**src/rtl/set_table_wr.sv**
```systemverilog
// set_table_wr: owner of a small value set of up to DEPTH distinct entries.
// Commands (insert / delete / clear-all / nop) go through a three-step
// IDLE -> LOOKUP -> COMMIT sequence. A separate registered query port reports
// whether a presented value is currently held in the set.
module set_table_wr #(
    parameter  int DEPTH = 8,
    parameter  int WIDTH = 8,
    localparam int CW    = $clog2(DEPTH + 1)
) (
    input  logic             clk,
    input  logic             clr,
    input  logic             op_valid,
    output logic             op_ready,
    input  logic [1:0]       op_code,
    input  logic [WIDTH-1:0] op_data,
    output logic             resp_valid,
    output logic [1:0]       resp_code,
    input  logic [WIDTH-1:0] q_data,
    output logic             q_hit,
    output logic [CW-1:0]    count,
    output logic             full,
    output logic             empty
);

    localparam int IW = (DEPTH > 1) ? $clog2(DEPTH) : 1;

    typedef enum logic [1:0] {
        S_IDLE   = 2'd0,
        S_LOOKUP = 2'd1,
        S_COMMIT = 2'd2
    } state_t;

    typedef enum logic [1:0] {
        OP_NOP    = 2'b00,
        OP_INSERT = 2'b01,
        OP_DELETE = 2'b10,
        OP_CLEAR  = 2'b11
    } opCode_t;

    typedef enum logic [1:0] {
        RC_OK       = 2'b00,
        RC_DUP      = 2'b01,
        RC_FULL     = 2'b10,
        RC_NOTFOUND = 2'b11
    } respCode_t;

    // FSM state
    state_t            state_q, state_d;

    // Latched command
    logic [1:0]        opCode_q;
    logic [WIDTH-1:0]  opData_q;
    logic              accept;

    // Table storage
    logic [WIDTH-1:0]  val_q [DEPTH];
    logic [DEPTH-1:0]  vld_q, vld_d;
    logic [CW-1:0]     count_q, count_d;

    // Lookup results, registered between LOOKUP and COMMIT
    logic [DEPTH-1:0]  match_d, match_q;
    logic [IW-1:0]     freeIdx_d, freeIdx_q;
    logic              freeFound_d, freeFound_q;

    // Commit-side controls
    logic              writeEn;
    logic              respValid_q, respValid_d;
    logic [1:0]        respCode_q, respCode_d;

    // Query path
    logic              qHit_q, qHit_d;

    assign accept     = (state_q == S_IDLE) && op_valid;

    assign op_ready   = (state_q == S_IDLE);
    assign resp_valid = respValid_q;
    assign resp_code  = respCode_q;
    assign q_hit      = qHit_q;
    assign count      = count_q;
    assign full       = (count_q == CW'(DEPTH));
    assign empty      = (count_q == '0);

    // State register; a reset mid-command simply abandons the sequence
    always_ff @(posedge clk or posedge clr) begin
        if (clr) begin
            state_q <= S_IDLE;
        end else begin
            state_q <= state_d;
        end
    end

    // Next-state logic: every accepted command walks LOOKUP and COMMIT once
    always_comb begin
        state_d = state_q;
        case (state_q)
            S_IDLE:   if (op_valid) state_d = S_LOOKUP;
            S_LOOKUP: state_d = S_COMMIT;
            S_COMMIT: state_d = S_IDLE;
            default:  state_d = S_IDLE;
        endcase
    end

    // Capture the command on the handshake so the requester may drop it
    always_ff @(posedge clk or posedge clr) begin
        if (clr) begin
            opCode_q <= 2'b00;
            opData_q <= '0;
        end else if (accept) begin
            opCode_q <= op_code;
            opData_q <= op_data;
        end
    end

    // Compare the latched value against every valid slot and find the lowest free slot
    always_comb begin
        match_d     = '0;
        freeIdx_d   = '0;
        freeFound_d = 1'b0;
        for (int i = 0; i < DEPTH; i++) begin
            match_d[i] = vld_q[i] && (val_q[i] == opData_q);
        end
        for (int i = DEPTH - 1; i >= 0; i--) begin
            if (!vld_q[i]) begin
                freeIdx_d   = IW'(i);
                freeFound_d = 1'b1;
            end
        end
    end

    // Hold the lookup results so COMMIT works from registered values only
    always_ff @(posedge clk or posedge clr) begin
        if (clr) begin
            match_q     <= '0;
            freeIdx_q   <= '0;
            freeFound_q <= 1'b0;
        end else if (state_q == S_LOOKUP) begin
            match_q     <= match_d;
            freeIdx_q   <= freeIdx_d;
            freeFound_q <= freeFound_d;
        end
    end

    // Decide what the commit does to valid bits, count and the response
    always_comb begin
        vld_d       = vld_q;
        count_d     = count_q;
        respCode_d  = respCode_q;
        respValid_d = 1'b0;
        writeEn     = 1'b0;
        if (state_q == S_COMMIT) begin
            respValid_d = 1'b1;
            case (opCode_q)
                OP_INSERT: begin
                    if (|match_q) begin
                        respCode_d = RC_DUP;
                    end else if ((count_q == CW'(DEPTH)) || !freeFound_q) begin
                        respCode_d = RC_FULL;
                    end else begin
                        writeEn           = 1'b1;
                        vld_d[freeIdx_q]  = 1'b1;
                        count_d           = count_q + CW'(1);
                        respCode_d        = RC_OK;
                    end
                end
                OP_DELETE: begin
                    if ((|match_q) && (count_q != '0)) begin
                        vld_d      = vld_q & ~match_q;
                        count_d    = count_q - CW'(1);
                        respCode_d = RC_OK;
                    end else begin
                        respCode_d = RC_NOTFOUND;
                    end
                end
                OP_CLEAR: begin
                    vld_d      = '0;
                    count_d    = '0;
                    respCode_d = RC_OK;
                end
                default: begin
                    respCode_d = RC_OK;
                end
            endcase
        end
    end

    // Valid bits, count and response register; reset empties the set and drops any response
    always_ff @(posedge clk or posedge clr) begin
        if (clr) begin
            vld_q       <= '0;
            count_q     <= '0;
            respValid_q <= 1'b0;
            respCode_q  <= RC_OK;
        end else begin
            vld_q       <= vld_d;
            count_q     <= count_d;
            respValid_q <= respValid_d;
            respCode_q  <= respCode_d;
        end
    end

    // Stored values; only an accepted insert writes a slot, contents of invalid slots are stale
    always_ff @(posedge clk or posedge clr) begin
        if (clr) begin
            for (int i = 0; i < DEPTH; i++) begin
                val_q[i] <= '0;
            end
        end else if (writeEn) begin
            val_q[freeIdx_q] <= opData_q;
        end
    end

    // Membership test for the query port against the table as it is before this edge
    always_comb begin
        qHit_d = 1'b0;
        for (int i = 0; i < DEPTH; i++) begin
            if (vld_q[i] && (val_q[i] == q_data)) begin
                qHit_d = 1'b1;
            end
        end
    end

    // Registered query result, independent of the command FSM
    always_ff @(posedge clk or posedge clr) begin
        if (clr) begin
            qHit_q <= 1'b0;
        end else begin
            qHit_q <= qHit_d;
        end
    end

endmodule

```
**config.mk**
```make
export PLATFORM = sky130hd
export DESIGN_NAME = set_table_wr
export DESIGN_NICKNAME = d
export VERILOG_FILES = /design/src/rtl/set_table_wr.sv
export SDC_FILE = /design/constraint.sdc
export NUM_CORES = 1
export LEC_CHECK = 0
export CAP_MARGIN = 10
export CELL_PAD_IN_SITES_DETAIL_PLACEMENT = 0
export CELL_PAD_IN_SITES_GLOBAL_PLACEMENT = 1
export CORE_AREA = 5 5 134 97
export DETAILED_ROUTE_END_ITERATION = 7
export DIE_AREA = 0 0 139 102
export PLACE_DENSITY = 0.91
export SETUP_SLACK_MARGIN = 0.05
export SYNTH_ARGS = -nofsm -noshare
export SYNTH_HDL_FRONTEND = slang
export SYNTH_SLANG_ARGS = --single-unit
```
**constraint.sdc**
```tcl
create_clock -name clk -period 5.8 [get_ports clk]
set_input_delay 1.16 -clock clk [delete_from_list [all_inputs] [get_ports clk]]
set_output_delay 1.16 -clock clk [all_outputs]
set_load 0.01 [all_outputs]
```
==> flow_summary.yaml <==
status:
  outcome: "complete, no violations"
drt:
  ant_nets: 0
  wl_per_cell_um: 20.2
  totalWireLength_mm: 14.0
  dr.pass1.iters: 4
  drc: 0
  drt_iter0_markers: 407
  vias_per_cell: 5.78
  num_vias: 4008
timing:
  setup_violations: 0
  worst_pin_slew_ps: 1170
  period_needed_ps: 3150
  slew_headroom_pct: 22.3
  final-max-slew-violation-count: 0
  hold_viol: 0
  skew_ps: 9.85
  min_period_over_period_pct: 54.3
  rsz0062_at_grt: "no"
  fmax_ghz: 0.317
  setup-tns-final_ps: 0
synth:
  syn_avg_cell_area_sq_um: 11.2
  async_flop_share_pct: 100
  yosysSeqAreaShare_pct: 44.3
  ys_warn_count: 0
  synth_edf_count: 0
  ys_types: 47
  ys_seq_elements: 104
  synth_nets: 551
  ys.flop_type: "dfrtp_1"
  syn_inst: 523
  netlist_area_sq_um: 5880
clock_network:
  cts_buffers: 9
  root_buffer: "clkbuf_16"
  cts_tree: "done"
  clkSinkCount: 104
  htree_levels: 3
  cts-resized-gates: 0
  clk_latency_ps: 360
  post_cts_buffers: 0
  cts.path.max_buffers: 2
  clkSlewWorstSetupHoldPaths_ps: 70
  cts.hold.buffers_added: 0
worst_setup_path:
  cp_max_fo: 7
  path_buf_inv: 1
  startpoint: "count[3]"
  cp-endpoint: "empty"
  cp.required_ps: 4640
  crit_chain: "nor4_1, clkdlybuf4s50_1"
  critPathArrivalTime_ps: 1990
  r2r_end: "vld_q[6]"
  crit_path_end_kind: "output pin"
  cp_top_family: "buffers and inverters"
  r2r-start: "opCode_q[0]"
  slowest_stage: "clkdlybuf4s50_1"
  critPathKind: "reg -> out"
  cpPeakStageDelay_ps: 650
  cp-start-kind: "flip-flop"
  worstRegToRegCells: 7
  cp_num_cells: 2
  r2r_setup_slack_ps: 2910
layout:
  layout.nets: 560
  drive_gt1_share_pct: 12.8
  fin_util_pct: 56.7
  fill_cells: 994
  antennaDiodeCount: 0
  area_growth_pct: 11.5
  multi_input_area_sq_um: 3090
  regArea_sq_um: 2600
floorplanning:
  die_y_um: 102
  core-area_sq_um: 11600
  die_width_um: 139
  start_util_pct: 50.8
  dieArea_sq_um: 14200
  pin_count: 32
  rows: 33
place:
  hpwl_mm: 9.72
  portBuffers: 31
  routabilityCongestion: 0.908
power:
  powerDensity_nw_per_um2: 367
  p_leak_nw: 3.08
  irDropWorstVdd_uv: 225
global_routing:
  grt_pass1_vias: 4181
  grt_pass1_wl_mm: 23.0
  grt_start_max_net_pins: 63
  antenna_found_initial: 0
  track_usage_pct: 20.9
  grt-ovfl-total: 0
flow_run:
  cap_viol_max_count: 0
worst_hold_path:
  hold_class: "reg -> reg"
-- flip-flops by register name, indices dropped and copies added (netlist names) --
name,flops
val_q,64
q_hit,1
freeFound_q,1
resp_valid,1
count,4
opData_q,8
resp_code,2
match_q,8
opCode_q,2
freeIdx_q,3
state_q,2
vld_q,8
-- Yosys cell counts, drive strengths merged, types with 2 or more instances --
master | instances | area share, %
a21o | 3 | 0.38
a21oi | 12 | 1.0
a22o | 2 | 0.30
a41oi | 5 | 0.75
and2 | 3 | 0.32
clkbuf | 33 | 2.1
dfrtp | 104 | 44
ha | 6 | 1.3
inv | 14 | 0.89
mux2 | 73 | 14
nand2 | 21 | 1.3
nand2b | 3 | 0.32
nand3 | 5 | 0.43
nand3b | 7 | 0.89
nand4 | 16 | 1.7
nor2 | 13 | 1.3
nor3 | 16 | 1.7
nor4 | 20 | 2.6
o21ai | 14 | 1.2
o22ai | 3 | 0.32
or4 | 3 | 0.38
xnor2 | 23 | 3.4
xor2 | 107 | 16
-- worst register-to-register path: stages (launching register included) --
cell,delay (ps)
dfrtp_1,380
inv_1,90
ha_1,190
or3b_1,350
a221o_1,290
a221oi_2,860
o21a_1,450
a21oi_1,130
-- power breakdown --
group	internal, mW	switching, mW	leakage (nW)
Combinational	0.348	0.292	1.55
Clock	0.303	0.301	0.142
Sequential	0.856	0.303	1.39
-- metal layers --
layer / vias to the layer above / track usage (%) / wire (um)
met5: - / 0 / 0
met4: 0 / 5.94 / 196
met3: 20 / 5.61 / 943
met2: 132 / 30.0 / 5950
met1: 2036 / 31.2 / 6910
li1: 1820 / - / -
-- layout by cell type, fill, tap and decap left out, types with 5 or more instances in the layout --
master | Yosys | routed
mux2_4 | 8 | 8
a41oi_1 | 5 | 5
clkbuf_16 | 0 | 9
a21oi_1 | 12 | 12
inv_1 | 14 | 13
xor2_1 | 107 | 107
nand2_1 | 21 | 21
nor3_1 | 14 | 14
mux2_1 | 32 | 32
dfrtp_1 | 104 | 104
mux2_2 | 33 | 33
nand3_1 | 5 | 5
nor4_1 | 18 | 18
nand3b_1 | 7 | 7
xnor2_1 | 23 | 23
o21ai_0 | 14 | 14
nor2_1 | 7 | 7
ha_1 | 6 | 6
nand4_1 | 16 | 16
clkdlybuf4s50_1 | 0 | 31
-- cell families after synthesis --
group                    synth area share, %
XOR/XNOR                                19.4
AND/OR/NAND/NOR                         11.6
flip-flops                              44.3
multiplexers                            14.7
AO/OA/AOI/OAI                           5.34
buffers and inverters                   3.09
adder cells (fa/ha/maj)                 1.62
-- stage by stage --
stage | cell area, sq um | cells | power (mW) | worst slack, ps | hold WS [ps]
5_1_grt | 6550 | 694 | 2.54 | 2640 | 568
4_1_cts | 6550 | 694 | 2.41 | 2670 | 529
3_5_place_dp | 6260 | 678 | 1.80 | 2680 | 503
6_report | 6550 | 694 | 2.40 | 2650 | 539
2_1_floorplan | 5880 | 523 | 1.56 | 1910 | 470
3_3_place_gp | 6260 | 678 | 1.77 | 2700 | 495
-- worst min-delay path by stage --
| stage | cells after the start | to | start | slack, ps |
|---|---|---|---|---|
| after floorplan | 1 | freeFound_q | freeFound_q | 470 |
| after global placement | 1 | freeFound_q | freeFound_q | 500 |
| after global routing | 1 | freeFound_q | freeFound_q | 570 |
| after detailed placement | 1 | freeFound_q | freeFound_q | 500 |
| final | 1 | freeFound_q | freeFound_q | 540 |
| after CTS | 1 | freeFound_q | freeFound_q | 530 |
-- cell type report --
cell class                      count  share of cell area [%]
Clock buffer                       10                    3.50
Clock inverter                      6                   0.879
Inverter                           14                   0.840
Multi-Input combinational cell    371                    47.2
Sequential cell                   104                    39.7
Tap cell                          157                    3.00
Timing Repair Buffer               32                    4.85
No activity file was read; power rests on OpenSTA's default activity.
